--- src/rtl/loader_pkg.sv ---
// Shared definitions for the UART program loader.
//   load_state_e   : loader FSM states
//   SYNC_BYTE      : frame start marker
//   DEFAULT_CLK_HZ : default system clock frequency in Hz
//   DEFAULT_BAUD   : default UART bit rate
package loader_pkg;

  typedef enum logic [2:0] {
    StIdle,
    StLen0,
    StLen1,
    StData,
    StCsum,
    StDone,
    StErr
  } load_state_e;

  localparam logic [7:0]  SYNC_BYTE      = 8'hA5;
  localparam int unsigned DEFAULT_CLK_HZ = 12000000;
  localparam int unsigned DEFAULT_BAUD   = 115200;

endpackage

--- src/rtl/uart_rx.sv ---
// 8N1 UART receiver, LSB first.
//   clk, reset_n : system clock, async active-low reset
//   rx           : raw serial input (idles high), synchronized internally
//   byte_valid   : 1-cycle strobe, byte_data holds the received byte
//   byte_data    : last good byte
//   frame_err    : 1-cycle strobe when the stop bit sampled low
module uart_rx #(
  parameter int unsigned CLKS_PER_BIT = 104
) (
  input  logic       clk,
  input  logic       reset_n,
  input  logic       rx,
  output logic       byte_valid,
  output logic [7:0] byte_data,
  output logic       frame_err
);

  localparam logic [15:0] BitLast  = 16'(CLKS_PER_BIT - 1);
  localparam logic [15:0] HalfLast = 16'(CLKS_PER_BIT / 2 - 1);

  typedef enum logic [1:0] {RxIdle, RxStart, RxData, RxStop} rx_state_e;

  rx_state_e   state_q;
  logic        rx_meta_q, rx_sync_q, rx_prev_q;
  logic [15:0] cnt_q;
  logic [2:0]  bit_q;
  logic [7:0]  shift_q;

  always_ff @(posedge clk or negedge reset_n) begin
    if (!reset_n) begin
      state_q    <= RxIdle;
      rx_meta_q  <= 1'b1;
      rx_sync_q  <= 1'b1;
      rx_prev_q  <= 1'b1;
      cnt_q      <= '0;
      bit_q      <= '0;
      shift_q    <= '0;
      byte_valid <= 1'b0;
      byte_data  <= '0;
      frame_err  <= 1'b0;
    end else begin
      rx_meta_q  <= rx;
      rx_sync_q  <= rx_meta_q;
      rx_prev_q  <= rx_sync_q;
      byte_valid <= 1'b0;
      frame_err  <= 1'b0;
      unique case (state_q)
        RxIdle: begin
          cnt_q <= '0;
          // Only a true high-to-low edge starts a frame, so a line held low
          // after a bad stop bit cannot retrigger.
          if (rx_prev_q && !rx_sync_q) state_q <= RxStart;
        end
        RxStart: begin
          if (cnt_q == HalfLast) begin
            cnt_q   <= '0;
            bit_q   <= '0;
            state_q <= rx_sync_q ? RxIdle : RxData;
          end else begin
            cnt_q <= cnt_q + 16'd1;
          end
        end
        RxData: begin
          if (cnt_q == BitLast) begin
            cnt_q   <= '0;
            shift_q <= {rx_sync_q, shift_q[7:1]};
            bit_q   <= bit_q + 3'd1;
            if (bit_q == 3'd7) state_q <= RxStop;
          end else begin
            cnt_q <= cnt_q + 16'd1;
          end
        end
        RxStop: begin
          if (cnt_q == BitLast) begin
            cnt_q   <= '0;
            state_q <= RxIdle;
            if (rx_sync_q) begin
              byte_valid <= 1'b1;
              byte_data  <= shift_q;
            end else begin
              frame_err <= 1'b1;
            end
          end else begin
            cnt_q <= cnt_q + 16'd1;
          end
        end
        default: state_q <= RxIdle;
      endcase
    end
  end

endmodule

--- src/rtl/program_loader.sv ---
// Receives a checksummed program image over UART and writes it to
// instruction memory while holding the core in reset.
//   clk, reset_n : system clock, async active-low reset
//   uart_rx      : serial input, 8N1
//   core_hold    : high keeps the core in reset
//   mem_we       : 1-cycle write strobe; mem_addr / mem_wdata qualify it
//   load_done    : last frame accepted, core released
//   load_err     : last frame rejected
module program_loader
  import loader_pkg::*;
#(
  parameter int unsigned CLK_HZ = DEFAULT_CLK_HZ,
  parameter int unsigned BAUD   = DEFAULT_BAUD,
  parameter int unsigned ADDR_W = 10
) (
  input  logic              clk,
  input  logic              reset_n,
  input  logic              uart_rx,
  output logic              core_hold,
  output logic              mem_we,
  output logic [ADDR_W-1:0] mem_addr,
  output logic [31:0]       mem_wdata,
  output logic              load_done,
  output logic              load_err
);

  localparam int unsigned CLKS_PER_BIT = CLK_HZ / BAUD;
  localparam logic [16:0] MaxWords     = 17'(2 ** ADDR_W);

  logic       byte_valid, frame_err;
  logic [7:0] byte_data;

  uart_rx #(
    .CLKS_PER_BIT(CLKS_PER_BIT)
  ) u_uart_rx (
    .clk       (clk),
    .reset_n   (reset_n),
    .rx        (uart_rx),
    .byte_valid(byte_valid),
    .byte_data (byte_data),
    .frame_err (frame_err)
  );

  load_state_e state_q;
  logic [7:0]  sum_q;
  logic [15:0] len_q;
  logic [15:0] word_cnt_q;
  logic [1:0]  byte_cnt_q;
  logic [31:0] word_q;
  logic [15:0] len_full;
  logic [31:0] word_next;

  assign len_full  = {byte_data, len_q[7:0]};
  assign word_next = {byte_data, word_q[31:8]};

  always_ff @(posedge clk or negedge reset_n) begin
    if (!reset_n) begin
      state_q    <= StIdle;
      sum_q      <= '0;
      len_q      <= '0;
      word_cnt_q <= '0;
      byte_cnt_q <= '0;
      word_q     <= '0;
      core_hold  <= 1'b1;
      mem_we     <= 1'b0;
      mem_addr   <= '0;
      mem_wdata  <= '0;
      load_done  <= 1'b0;
      load_err   <= 1'b0;
    end else begin
      mem_we <= 1'b0;
      if (frame_err) begin
        if (state_q inside {StLen0, StLen1, StData, StCsum}) begin
          state_q   <= StErr;
          core_hold <= 1'b1;
          load_err  <= 1'b1;
        end
      end else if (byte_valid) begin
        unique case (state_q)
          StIdle, StDone, StErr: begin
            if (byte_data == SYNC_BYTE) begin
              state_q    <= StLen0;
              sum_q      <= '0;
              word_cnt_q <= '0;
              byte_cnt_q <= '0;
              core_hold  <= 1'b1;
              load_done  <= 1'b0;
              load_err   <= 1'b0;
            end
          end
          StLen0: begin
            len_q[7:0] <= byte_data;
            sum_q      <= sum_q + byte_data;
            state_q    <= StLen1;
          end
          StLen1: begin
            len_q <= len_full;
            sum_q <= sum_q + byte_data;
            if ({1'b0, len_full} > MaxWords) begin
              state_q  <= StErr;
              load_err <= 1'b1;
            end else if (len_full == 16'd0) begin
              state_q <= StCsum;
            end else begin
              state_q <= StData;
            end
          end
          StData: begin
            word_q     <= word_next;
            sum_q      <= sum_q + byte_data;
            byte_cnt_q <= byte_cnt_q + 2'd1;
            if (byte_cnt_q == 2'd3) begin
              mem_we     <= 1'b1;
              mem_addr   <= word_cnt_q[ADDR_W-1:0];
              mem_wdata  <= word_next;
              word_cnt_q <= word_cnt_q + 16'd1;
              if (word_cnt_q == len_q - 16'd1) state_q <= StCsum;
            end
          end
          StCsum: begin
            if (byte_data == sum_q) begin
              state_q   <= StDone;
              core_hold <= 1'b0;
              load_done <= 1'b1;
            end else begin
              state_q  <= StErr;
              load_err <= 1'b1;
            end
          end
          default: state_q <= StIdle;
        endcase
      end
    end
  end

endmodule

--- config.mk ---
export PLATFORM = sky130hd
export DESIGN_NAME = program_loader
export DESIGN_NICKNAME = d
export VERILOG_FILES = /design/src/rtl/loader_pkg.sv /design/src/rtl/uart_rx.sv /design/src/rtl/program_loader.sv
export SDC_FILE = /design/constraint.sdc
export NUM_CORES = 1
export LEC_CHECK = 0
export ABC_AREA = 1
export ABC_CLOCK_PERIOD_IN_PS = 5000
export CORE_MARGIN = 5
export CORE_UTILIZATION = 64
export DETAILED_ROUTE_END_ITERATION = 8
export HOLD_SLACK_MARGIN = 0.03
export PLACE_DENSITY = 0.86
export SYNTH_ARGS = -nofsm -noshare
export SYNTH_HDL_FRONTEND = slang
export SYNTH_SLANG_ARGS = --single-unit
--- constraint.sdc ---
create_clock -name clk -period 5 [get_ports clk]
set_input_delay 0.75 -clock clk [delete_from_list [all_inputs] [get_ports clk]]
set_output_delay 0.75 -clock clk [all_outputs]
set_load 0.02 [all_outputs]
==> metrics.txt <==
status=complete, no violations; Post-Synth Adder-Cell Area=3.20%; std cell rows=40; Synth Area in Simple Gates=24.3%; Post-CTS Setup Bufs=0; reg2reg path depth=10; Fin. Hold Viols=0; post-synthesis mux area share=0%; H-tree Lvls=4; drt total wl=17200 microns; layout cells sized above 1=5.96%; Post-Syn Area=0.00765 sq mm; CTS tree=built; vias in the first global route=5986; CP Max Fanout=42; WHS=0.340 ns; CTS buffer count=17; complex-gate fraction of the synthesized area=10.8%; DP Cell Count=1105; PwrDens=313 mW/mm^2; CP endpoint=word_cnt_q[4]$_DFFE_PN0P_; Reg clk slew, reported paths=0.07 ns; CTS Sinks=157; WL/cell=15.1 microns; Vias/cell=5.58; synth unique cells=41; initial antenna violation count=0; Antenna Nets Post-Route=0; area of the core=0.0119 sq mm; Syn Nets=952; register area share after synthesis=51.4%; Worst setup SP type=register; Final setup viols=0; RSZ-0062 raised after global routing=false; global-route wire length before repair=28900 microns; Die Width=119 microns; initial detailed-routing violation count=669; hold buffers post-CTS=0; Crit Path Category=reg2reg; xor/xnor cell area share of the yosys netlist=3.84%; Final min period=2.70 ns; clk_lat worst skew=0.43 ns; setup_tns=0 ns; Hold Crit Class=in2async; reg2reg start=state_q[2]$_DFFE_PN0P_; Slew @ Worst Pin=1.02 ns; post_cts resized=0; yosys warns=0; Initial Util=64.5%; clock tree buffer depth=2; Synth area leaders=dfrtp_1 (50%), nand2_1 (12%), o21ai_0 (7.5%); GRT Total Usage=25.3%; clk root buf=clkbuf_16; post-synthesis to final-layout area growth=15.5%; max-cap violation count=0; CP arrival=3.00 ns; die area=0.0142 sq mm; drt pass-1 iters=6; cell taking the most area after synthesis=dfrtp_1; non-filler cells, final=1137; Yosys reg bits=157; Final Cycle Share=54.0%; grt total ovfl=0; CP Launch Point=state_q[2]$_DFFE_PN0P_; worst path required time=5.30 ns; final slew viol count=0; main combinational cell family by area after synthesis=simple AND/OR/NAND/NOR gates; Ant. Diodes=0; worst reg-to-reg setup slack=2.30 ns; final net count=999; Synth top area share=50.0%; worst vdd ir=0.249 mV; die span in y=119 microns; Final GP Congestion=0.946; I/O pins=49; Port Buffer Count=48; FILL cells=848; DP HPWL=11800 microns; CP endpoint kind=register; largest net degree at the start of global routing=84; Clock Skew=0.00852 ns; Slew headroom=31.8%; drt drc=0; f_max=371 MHz; Vias=6348; Mapped Avg Cell Area=8.23 sq um; Pleak=0.00420 uW; Crit Reg-Reg Endpoint=word_cnt_q[4]$_DFFE_PN0P_; Mapped Cells=930
layer usage:
metal	wire [microns]	global-route usage, %	part of all wire, %
met5	0	0	0
met4	516	11.2	3.0
met3	1030	4.99	6.0
met2	8060	40.1	47
met1	7610	34.2	44
logic make-up (layout without fill, tap and decap cells):
group,Yosys count,count (layout)
AO/OA/AOI/OAI,153,153
XOR/XNOR,32,32
adder cells (fa/ha/maj),19,19
buffers and inverters,127,187
flip-flops,157,157
AND/OR/NAND/NOR,442,442
worst max-delay path, stage by stage, from the launching register on:
cell	delay, ns
dfrtp_1	0.47
nor2_1	0.16
nand2_1	0.32
nor2_4	0.69
nand2_2	0.13
nand2_2	0.12
nand2_4	0.14
nor2_2	0.19
inv_1	0.09
o21ai_0	0.18
a21oi_1	0.07
report_power, final:
part	total [uW]	switching [uW]	internal (uW)	leakage [uW]
Sequential	1310	16.5	1290	0.00218
Combinational	164	122	42.7	0.00174
Clock	1290	559	732	0.000293
cell type report:
type	instances	area, sq um	area share (%)
inverter	104	393	4.45
tap	147	184	2.08
clock buffer	19	453	5.13
timing repair buffer	51	504	5.71
sequential	157	3930	44.5
multi-input combinational	646	3230	36.5
clock inverter	13	143	1.61
Yosys cell counts:
master    count
a31oi_1       1
o21ai_0     115
nor2_1       88
nand3_1      49
nor2_2        3
xnor2_1       9
buf_1         2
ha_1         18
nor3_2        2
nor3_1       18
nand2_4       2
a211oi_1      1
a32o_1        1
o211ai_1      1
o21ai_2       1
o21a_1        1
xnor3_1       1
o31ai_1       7
buf_4         1
dfrtp_1     153
nor2_4        1
o311ai_0      2
fa_1          1
nand4_1      11
inv_2         1
xor2_1       22
clkbuf_1     11
nand3_2       1
or2_2         1
nand2_2       4
nand2_1     251
and3_1        1
inv_1       102
buf_2         9
inv_4         1
o21ai_1       2
a31oi_4       1
nor3b_1       1
dfstp_2       4
a21oi_1      20
nor4_1        9
per-stage QoR:
| step | total power (uW) | utilization [%] | setup slack [ns] | cell area (sq um) |
|---|---|---|---|---|
| after detailed placement | 1500 | 69.5 | 2.37 | 8240 |
| after global routing | 2870 | 74.5 | 2.02 | 8840 |
| after CTS | 2780 | 74.5 | 2.35 | 8840 |
| final | 2760 | 74.5 | 2.30 | 8840 |
| after global placement | 1490 | 69.5 | 2.54 | 8240 |
| after floorplan | 1440 | - | 3.19 | 7650 |
cell usage in the layout, fill, tap and decap left out, types with 3 or more instances in the layout:
cell               n
a21oi_1           20
buf_4              3
clkbuf_16         17
clkdlybuf4s50_1   47
dfrtp_1          153
dfstp_2            4
ha_1              18
inv_1            102
inv_6              7
nand2_1          250
nand2_2            5
nand3_1           49
nand4_1           11
nor2_1            88
nor2_2             3
nor3_1            18
nor4_1             9
o21ai_0          115
o31ai_1            7
xnor2_1            9
xor2_1            22
flip-flops by register name, summed over array words and instances, names as in the netlist, 8 cells and up, named ones only:
name / count
sum_q: 8
u_uart_rx.shift_q: 8
u_uart_rx.byte_data: 8
u_uart_rx.cnt_q: 16
word_cnt_q: 16
len_q: 16
mem_addr: 10
word_q: 24
mem_wdata: 32
worst min path at each step:
stage	from	to	slack (ns)	cells past startpoint
global route	u_uart_rx.rx_meta_q$_DFF_PN1_	u_uart_rx.rx_sync_q$_DFF_PN1_	0.36	0
CTS	u_uart_rx.rx_meta_q$_DFF_PN1_	u_uart_rx.rx_sync_q$_DFF_PN1_	0.36	0
finish	reset_n	u_uart_rx.cnt_q[11]$_DFF_PN0_	0.34	1
global placement	u_uart_rx.rx_meta_q$_DFF_PN1_	u_uart_rx.rx_sync_q$_DFF_PN1_	0.35	0
floorplan	u_uart_rx.rx_meta_q$_DFF_PN1_	u_uart_rx.rx_sync_q$_DFF_PN1_	0.35	0
detailed placement	u_uart_rx.rx_meta_q$_DFF_PN1_	u_uart_rx.rx_sync_q$_DFF_PN1_	0.35	0
No activity file was read; power rests on OpenSTA's default activity.
